[src/rtl/cache_bus_pkg.sv]
// Shared definitions for the coherent bus arbiter and the cache wrappers:
// arbiter state encoding and owner-field layout.
package cache_bus_pkg;

    typedef enum logic [1:0] {
        IDLE      = 2'd0,
        GNT_SNOOP = 2'd1,
        GNT_PROC  = 2'd2,
        RELEASE   = 2'd3
    } bus_state_t;

    // Owner field: MSB set marks a snoop owner; the low bits carry the port or core index.
    function automatic int owner_width(input int num_proc);
        return $clog2(num_proc) + 1;
    endfunction

    function automatic int index_width(input int n);
        return (n > 1) ? $clog2(n) : 1;
    endfunction

endpackage

[src/rtl/rr_pick.sv]
// Round-robin picker: returns the first requester found searching upward
// from last+1, wrapping modulo N.
module rr_pick
    import cache_bus_pkg::*;
#(
    parameter  int N = 8,
    localparam int W = index_width(N)
) (
    input  logic [N-1:0] req,
    input  logic [W-1:0] last,
    output logic         valid,
    output logic [W-1:0] index
);

    logic [W-1:0] cand;

    // Walk offsets from farthest to nearest so the nearest requester wins.
    always_comb begin
        valid = 1'b0;
        index = '0;
        cand  = '0;
        for (int off = N; off >= 1; off--) begin
            cand = W'((int'(last) + off) % N);
            if (req[cand]) begin
                valid = 1'b1;
                index = cand;
            end
        end
    end

endmodule

[src/rtl/com_bus_arbiter_n.sv]
// Common-bus arbiter: fixed-priority snoop write-backs over round-robin
// processor ports, with hold-time revocation and invalidation tracking.
module com_bus_arbiter_n
    import cache_bus_pkg::*;
#(
    parameter  int NUM_CORES = 4,
    parameter  int HOLD_MAX  = 64,
    localparam int NUM_PROC  = 2 * NUM_CORES,
    localparam int OW        = $clog2(NUM_PROC)
) (
    input  logic                 clk,
    input  logic                 reset,
    input  logic [NUM_PROC-1:0]  Com_Bus_Req_proc,
    output logic [NUM_PROC-1:0]  Com_Bus_Gnt_proc,
    input  logic [NUM_CORES-1:0] Com_Bus_Req_snoop,
    output logic [NUM_CORES-1:0] Com_Bus_Gnt_snoop,
    input  logic                 Invalidate,
    input  logic [NUM_CORES-1:0] Invalidation_done,
    output logic                 All_Invalidation_done,
    output logic                 Bus_busy,
    output logic [OW:0]          Bus_owner,
    output logic                 Bus_timeout
);

    localparam int SW      = index_width(NUM_CORES);
    localparam int HW      = $clog2(HOLD_MAX) + 1;
    localparam int OWNER_W = owner_width(NUM_PROC);

    bus_state_t           state_q, state_d;
    logic [OW-1:0]        last_proc_q;
    logic [OW-1:0]        owner_idx_q;
    logic                 owner_snoop_q;
    logic [HW-1:0]        hold_q;
    logic [NUM_CORES-1:0] done_q;
    logic [NUM_CORES-1:0] ack_mask;
    logic                 timeout_q, timeout_d;
    logic                 rr_valid;
    logic [OW-1:0]        rr_idx;
    logic                 snoop_valid;
    logic [SW-1:0]        snoop_idx;
    logic [SW-1:0]        owner_core;
    logic                 owner_req;
    logic                 hold_expired;
    logic                 data_owner;

    rr_pick #(.N(NUM_PROC)) u_rr_pick (
        .req   (Com_Bus_Req_proc),
        .last  (last_proc_q),
        .valid (rr_valid),
        .index (rr_idx)
    );

    // Snoop write-backs use fixed priority: the lowest core index wins.
    always_comb begin
        snoop_valid = 1'b0;
        snoop_idx   = '0;
        for (int i = NUM_CORES - 1; i >= 0; i--) begin
            if (Com_Bus_Req_snoop[SW'(i)]) begin
                snoop_valid = 1'b1;
                snoop_idx   = SW'(i);
            end
        end
    end

    assign owner_core   = owner_idx_q[SW-1:0];
    assign owner_req    = owner_snoop_q ? Com_Bus_Req_snoop[owner_core]
                                        : Com_Bus_Req_proc[owner_idx_q];
    assign hold_expired = (hold_q == HW'(HOLD_MAX - 1));
    assign data_owner   = (state_q == GNT_PROC) && (owner_idx_q < OW'(NUM_CORES));

    always_comb begin
        state_d   = state_q;
        timeout_d = 1'b0;
        case (state_q)
            IDLE: begin
                if (snoop_valid)
                    state_d = GNT_SNOOP;
                else if (rr_valid)
                    state_d = GNT_PROC;
            end
            GNT_SNOOP, GNT_PROC: begin
                if (!owner_req) begin
                    state_d = RELEASE;
                end else if (hold_expired) begin
                    state_d   = RELEASE;
                    timeout_d = 1'b1;
                end
            end
            RELEASE: state_d = IDLE;
            default: state_d = IDLE;
        endcase
    end

    // last_proc moves only when a processor grant is issued, so a revoked
    // port is already the last one served and loses the next round.
    always_ff @(posedge clk) begin
        if (reset) begin
            state_q       <= IDLE;
            last_proc_q   <= OW'(NUM_PROC - 1);
            owner_idx_q   <= '0;
            owner_snoop_q <= 1'b0;
            hold_q        <= '0;
            done_q        <= '0;
            timeout_q     <= 1'b0;
        end else begin
            state_q   <= state_d;
            timeout_q <= timeout_d;

            if (state_q == IDLE && state_d == GNT_SNOOP) begin
                owner_snoop_q <= 1'b1;
                owner_idx_q   <= OW'(snoop_idx);
                hold_q        <= '0;
            end else if (state_q == IDLE && state_d == GNT_PROC) begin
                owner_snoop_q <= 1'b0;
                owner_idx_q   <= rr_idx;
                last_proc_q   <= rr_idx;
                hold_q        <= '0;
            end else if (state_d == RELEASE || !Bus_busy) begin
                owner_snoop_q <= 1'b0;
                owner_idx_q   <= '0;
                hold_q        <= '0;
            end else begin
                hold_q <= hold_q + HW'(1);
            end

            if (data_owner && state_d == GNT_PROC && Invalidate)
                done_q <= done_q | Invalidation_done;
            else
                done_q <= '0;
        end
    end

    // The owner's own core never acknowledges its own broadcast, so it is masked in.
    always_comb begin
        ack_mask             = done_q | Invalidation_done;
        ack_mask[owner_core] = 1'b1;
        All_Invalidation_done = data_owner && Invalidate && (&ack_mask);
    end

    always_comb begin
        Com_Bus_Gnt_proc  = '0;
        Com_Bus_Gnt_snoop = '0;
        if (state_q == GNT_PROC)
            Com_Bus_Gnt_proc[owner_idx_q] = 1'b1;
        if (state_q == GNT_SNOOP)
            Com_Bus_Gnt_snoop[owner_core] = 1'b1;
    end

    assign Bus_busy    = (state_q == GNT_SNOOP) || (state_q == GNT_PROC);
    assign Bus_owner   = OWNER_W'({owner_snoop_q, owner_idx_q});
    assign Bus_timeout = timeout_q;

endmodule
[config.mk]
export PLATFORM = sky130hd
export DESIGN_NAME = com_bus_arbiter_n
export DESIGN_NICKNAME = d
export VERILOG_FILES = /design/src/rtl/cache_bus_pkg.sv /design/src/rtl/rr_pick.sv /design/src/rtl/com_bus_arbiter_n.sv
export SDC_FILE = /design/constraint.sdc
export NUM_CORES = 1
export LEC_CHECK = 0
export CORE_UTILIZATION = 44
export DETAILED_ROUTE_END_ITERATION = 16
export GPL_TIMING_DRIVEN = 1
export PLACE_DENSITY_LB_ADDON = 0.12
export SLEW_MARGIN = 10
export SYNTH_ARGS = -nofsm -noshare
export SYNTH_HDL_FRONTEND = slang
export SYNTH_SLANG_ARGS = --single-unit
[constraint.sdc]
create_clock -name clk -period 3.3 [get_ports clk]
set_input_delay 0.33 -clock clk [delete_from_list [all_inputs] [get_ports clk]]
set_output_delay 0.33 -clock clk [all_outputs]
set_load 0.01 [all_outputs]
Word level (Yosys, flattened, before mapping)
Cells that the tools add are included.
W data, S select, Z words.
{"block": "totals", "latch_bits": 0, "reg_bits": 21, "mem_count": 0, "ram_bits": 0, "word_cells": 124, "rom_bits": 0, "out_inout_bits": 19}
{"block": "op_classes", "n_mul": 0, "n_addsub": 9, "n_eq_ne": 7, "n_lt_le_gt_ge": 13, "bitwise_logic": 6, "n_mux": 59, "shift": 0, "reduce_logical": 22, "n_div": 0}
{"op": "$lt A3 B4 Y1 const B", "n": 9}
{"op": "$mux W3", "n": 10}
{"op": "$bmux W1 S3", "n": 9}
{"op": "$mux W1", "n": 27}
{"op": "$mux W2", "n": 7}
{"op": "$add A3 B3 Y3 const B", "n": 4}
{"op": "$logic_and A1 B1 Y1", "n": 9}
{"op": "$eq A2 B2 Y1 const B", "n": 4}
{"op": "$mux W8", "n": 1}
{"op": "$or A4 B4 Y4", "n": 2}
{"op": "$add A7 B1 Y7 const B", "n": 1}
{"op": "$eq A7 B6 Y1 const B", "n": 1}
{"op": "$add A3 B1 Y3 const B", "n": 2}
{"op": "$add A3 B2 Y3 const B", "n": 2}
{"op": "$pmux W2 S3", "n": 1}
{"op": "$reduce_or A2 Y1", "n": 3}
{"op": "$eq A2 B1 Y1 const B", "n": 2}
{"op": "$mux W4", "n": 1}
{"op": "$not A1 Y1", "n": 4}
{"op": "$reduce_and A4 Y1", "n": 1}
{"op": "$reduce_or A4 Y1", "n": 1}
{"op": "$demux W1 S3", "n": 1}
{"op": "$ge A3 B1 Y1 const B", "n": 1}
{"op": "$lt A2 B3 Y1 const B", "n": 1}
{"op": "other kinds (11)", "n": 12}

Logic depth before layout (Yosys ltp)
{"block": "logic_depth", "word_depth": 19, "ltp_mapped": 6}

Worst setup path after synthesis
Ideal clock, no wire load.
{"block": "synth_timing", "path_type": "reg2reg", "from": "register state_q[1]", "to": "register owner_idx_q[2]", "path_stages_with_launch": 7, "period_less_slack_ns": 2.046, "setup_slack_ns": 1.254, "n_path_buf": 0, "t_arrival_ns": 1.986, "cell_sequence": "dfxtp_1 > inv_1 > ha_1 > or3b_2 > a211oi_1 > a21boi_0 > and2_1"}
{"block": "synth_via", "elab_cells_between_ends": 21, "classes_between": "6 x eq/ne; 6 x mux; 9 x reduce/logical"}
{"element": "from (decl)", "line_no": "com_bus_arbiter_n.sv:29", "rtl": "bus_state_t state_q, state_d;"}
{"element": "from (signal assigned)", "line_no": "com_bus_arbiter_n.sv:106", "rtl": "state_q <= state_d;"}
{"element": "$eq A2 B1 Y1 / $eq A2 B2 Y1 (equally long branches)", "line_no": "com_bus_arbiter_n.sv:149", "rtl": "assign Bus_busy = (state_q == GNT_SNOOP) || (state_q == GNT_PROC);"}
{"element": "$logic_or A1 B1 Y1 *", "line_no": "com_bus_arbiter_n.sv:149"}
{"element": "via Bus_busy", "line_no": "com_bus_arbiter_n.sv:20", "rtl": "output logic Bus_busy,"}
{"element": "$logic_not A1 Y1 *", "line_no": "com_bus_arbiter_n.sv:118", "rtl": "end else if (state_d == RELEASE || !Bus_busy) begin"}
{"element": "$logic_or A1 B1 Y1 *", "line_no": "com_bus_arbiter_n.sv:118"}
{"element": "$reduce_bool A2 Y1 (no line) *"}
{"element": "to (signal assigned)", "line_no": "com_bus_arbiter_n.sv:111", "rtl": "owner_idx_q <= OW'(snoop_idx);"}
{"element": "to (signal assigned)", "line_no": "com_bus_arbiter_n.sv:115", "rtl": "owner_idx_q <= rr_idx;"}
{"element": "to (decl)", "line_no": "com_bus_arbiter_n.sv:31", "rtl": "logic [OW-1:0] owner_idx_q;"}
Mark *: on every way through the listed nets, which the timed path passes. The rest lies on a longest branch.
A chain may end at the register's enable or synchronous reset.

Final worst setup path
{"block": "layout_timing", "from": "register owner_idx_q[1]", "to": "output All_Invalidation_done"}
{"block": "layout_via", "elab_chain_len": 7, "elab_cells_between_ends": 11, "classes_between": "3 x order compare; 2 x mux; 1 x bitwise; 5 x reduce/logical"}
{"element": "$lt A2 B3 Y1 (not written as such) / $ge A2 B1 Y1 (equally long branches)", "line_no": "com_bus_arbiter_n.sv:136", "rtl": "ack_mask[owner_core] = 1'b1;"}
{"element": "$logic_and A1 B1 Y1 (not written as such)", "line_no": "com_bus_arbiter_n.sv:136"}
{"element": "$mux W1 (not written as such)", "line_no": "com_bus_arbiter_n.sv:136"}
{"element": "$demux W1 S2", "line_no": "com_bus_arbiter_n.sv:136"}
{"element": "$or A4 B4 Y4 (no line)"}
{"element": "$reduce_and A4 Y1", "line_no": "com_bus_arbiter_n.sv:137", "rtl": "All_Invalidation_done = data_owner && Invalidate && (&ack_mask);"}
{"element": "$logic_and A1 B1 Y1 *", "line_no": "com_bus_arbiter_n.sv:137"}
{"element": "to (decl)", "line_no": "com_bus_arbiter_n.sv:19", "rtl": "output logic All_Invalidation_done,"}
Every way passes the cells marked *; elsewhere a longest branch is shown, timed or not.

==> flow_summary.json <==
{
  "start_kind": "flop",
  "hold_class": "reg -> reg",
  "postLayoutCellArea_sq_um": 1400,
  "fmax_mhz": 359,
  "hold_viol": 0,
  "vias_per_cell": 5.35,
  "initial_utilization_pct": 48.4,
  "dieArea_sq_um": 2440,
  "p_switching_w": 0.000110,
  "worst_pin_slew_ps": 632,
  "place_inst": 175,
  "path_max_fanout": 17,
  "ys_seq_area_share_pct": 36.5,
  "clkTransAtPathRegs_ps": 100,
  "drive_gt1_share_pct": 7.24,
  "synthFlopType": "dfxtp_1",
  "cts_root_buffer": "clkbuf_4",
  "synthTopCellsByCount": "dfxtp_1 (18), nor2_1 (18), nand2_1 (8), nor3_1 (7), o21ai_0 (6)",
  "area_growth_pct": 41.9,
  "h-tree-depth": 1,
  "place.gp.congestion": 0.849,
  "p_seq_share_pct": 51.1,
  "drtAntennaViolNets": 0,
  "cts_tree": "yes",
  "synthTopCellsByArea": "dfxtp_1 (36%), nor2_1 (6.8%), ha_1 (6.3%)",
  "firstDrtPassIters": 4,
  "p_per_area_nw_per_um2": 323,
  "cp-end-kind": "output port",
  "syn_nets": 139,
  "fin_cells": 179,
  "drv_cap": 0,
  "power_w": 0.000453,
  "groute.usage.overall_pct": 18.7,
  "yosysTopAreaCell": "dfxtp_1",
  "grt_pass1_wl_microns": 3580,
  "power_leakage_nw": 0.474,
  "outcome": "finished, final reports clean",
  "fill_cells": 172,
  "synth-async-reset-ratio_pct": 0,
  "pwr-share-comb_pct": 20.4,
  "grt_max_degree": 18,
  "nNetsFinal": 177,
  "clkLatencyLatePin_ps": 280,
  "fp.coreArea_sq_um": 2040,
  "power.share.clock_pct": 28.6,
  "max_slew_margin_pct": 57.2,
  "die_w_microns": 49.4,
  "wl_microns": 2200,
  "hold_buffers": 0,
  "yosysWarnings": 0,
  "rsz0062_at_grt": "false",
  "final.setup_skew_ps": 4.25,
  "syn_inst": 115,
  "post-route-period-util_pct": 84.4,
  "syn_area_sq_um": 988,
  "worstPathRequired_ps": 2970,
  "p_int_w": 0.000343,
  "crit_type": "reg -> out",
  "setup_viol": 0,
  "antenna_found_initial": 0,
  "grt_pass1_vias": 828,
  "io_pins": 38,
  "dpl.hpwl_microns": 1700,
  "switching_share_pct": 24.2,
  "cp.arrival_ps": 2460,
  "ys_seq_elements": 18,
  "cts_sinks": 18,
  "synth_edf_count": 0,
  "peakVddDrop_mv": 0.375,
  "yosysUniqueCellTypes": 37,
  "postPlaceCellArea_sq_um": 1370,
  "tns_ps": 0,
  "num_rows": 16,
  "slew_violations": 0,
  "cts_inserted_buffers": 3,
  "grt-ovfl-total": 0,
  "vias": 958,
  "num_antenna_cells": 0,
  "synth_top_area_share_pct": 36.5,
  "portBuffers": 37,
  "drc_errors": 0,
  "multi_input_area_sq_um": 583,
  "wl_per_cell_microns": 12.3,
  "cts_buffer_depth": 2,
  "die_y_microns": 49.4,
  "drt_iter0_drc": 25,
  "avgSynthCellArea_sq_um": 8.60,
  "cts_resized": 0,
  "regArea_sq_um": 360,
  "finalCriticalPeriod_ps": 2790,
  "postCtsSetupRepairBufs": 0
}
placed cells by master, fill, tap and decap left out, types with 2 or more instances in the layout:
cell / instances
o311ai_0: 2
nand3_1: 2
o21ai_0: 6
xnor2_1: 2
clkdlybuf4s50_1: 37
nand2_1: 8
xor2_1: 2
nand2b_1: 4
nor3_1: 7
dfxtp_1: 18
clkbuf_4: 3
nor2_1: 18
o22a_1: 2
and2_1: 3
ha_1: 5
nor4_1: 4
mux2_2: 4
o22ai_1: 2
inv_1: 5
path summary, 6_finish.rpt:
kind                                                  start                           to  slack, ps  depth (start not counted)
worst max-delay path            owner_idx_q[1]$_SDFFE_PP0P_        All_Invalidation_done        510                          4
worst min-delay path                   hold_q[0]$_SDFF_PP0_         hold_q[0]$_SDFF_PP0_        460                          1
worst max register to register        state_q[1]$_SDFF_PP0_  owner_idx_q[1]$_SDFFE_PP0P_       1010                          6
worst min register to register         hold_q[0]$_SDFF_PP0_         hold_q[0]$_SDFF_PP0_        460                          1
layout make-up:
| cell class | count | share of cell area [%] |
|---|---|---|
| Tap cell | 27 | 2.41 |
| Multi-Input combinational cell | 88 | 41.6 |
| Inverter | 5 | 1.34 |
| Sequential cell | 18 | 25.7 |
| Timing Repair Buffer | 37 | 26.4 |
| Clock buffer | 4 | 2.59 |
flip-flops by register name, indices dropped and copies added (netlist names):
register and cells:
done_q 4, owner_snoop_q 1, Bus_timeout 1, hold_q 7, state_q 2, owner_idx_q 3
power groups by stage:
stage | Sequential, W | Combinational [W] | Clock (W)
floorplan | 0.000233 | 0.0000512 | 0
global placement | 0.000236 | 0.0000899 | 0
detailed placement | 0.000236 | 0.0000914 | 0
CTS | 0.000231 | 0.0000921 | 0.000134
global route | 0.000232 | 0.0000987 | 0.000146
finish | 0.000231 | 0.0000923 | 0.000129
metal layers:
layer  up-vias  wire length (microns)  share of wire (%)  GRT usage, %
met2        37                   1020                 46          33.1
met5         -                      0                  0             0
met4         0                     10               0.45          4.29
met3         2                    142                6.4          4.36
met1       431                   1030                 47          22.8
li1        488                      -                  -             -
critical path, stage by stage (launching register included):
cell             delay (ps)
dfxtp_1                 660
mux2_2                  390
o22a_1                  170
a2111oi_0               340
clkdlybuf4s50_1         610
kinds of logic after synthesis:
family	count (synthesis)	synth area share [%]
mux	6	8.23
flops	18	36.5
buf+inv	9	4.56
xor+xnor	4	3.54
compound gates	21	15.2
simple gates	52	25.7
fa+ha+maj	5	6.33
per-stage QoR:
| step | util, % | worst slack [ps] | hold slack, ps |
|---|---|---|---|
| global route | 68.7 | 272 | 482 |
| CTS | 68.7 | 486 | 469 |
| finish | 68.7 | 515 | 465 |
| global placement | 66.9 | 741 | 429 |
| floorplan | - | 1250 | 402 |
| detailed placement | 66.9 | 725 | 447 |
(Power assumes the default switching activity.)
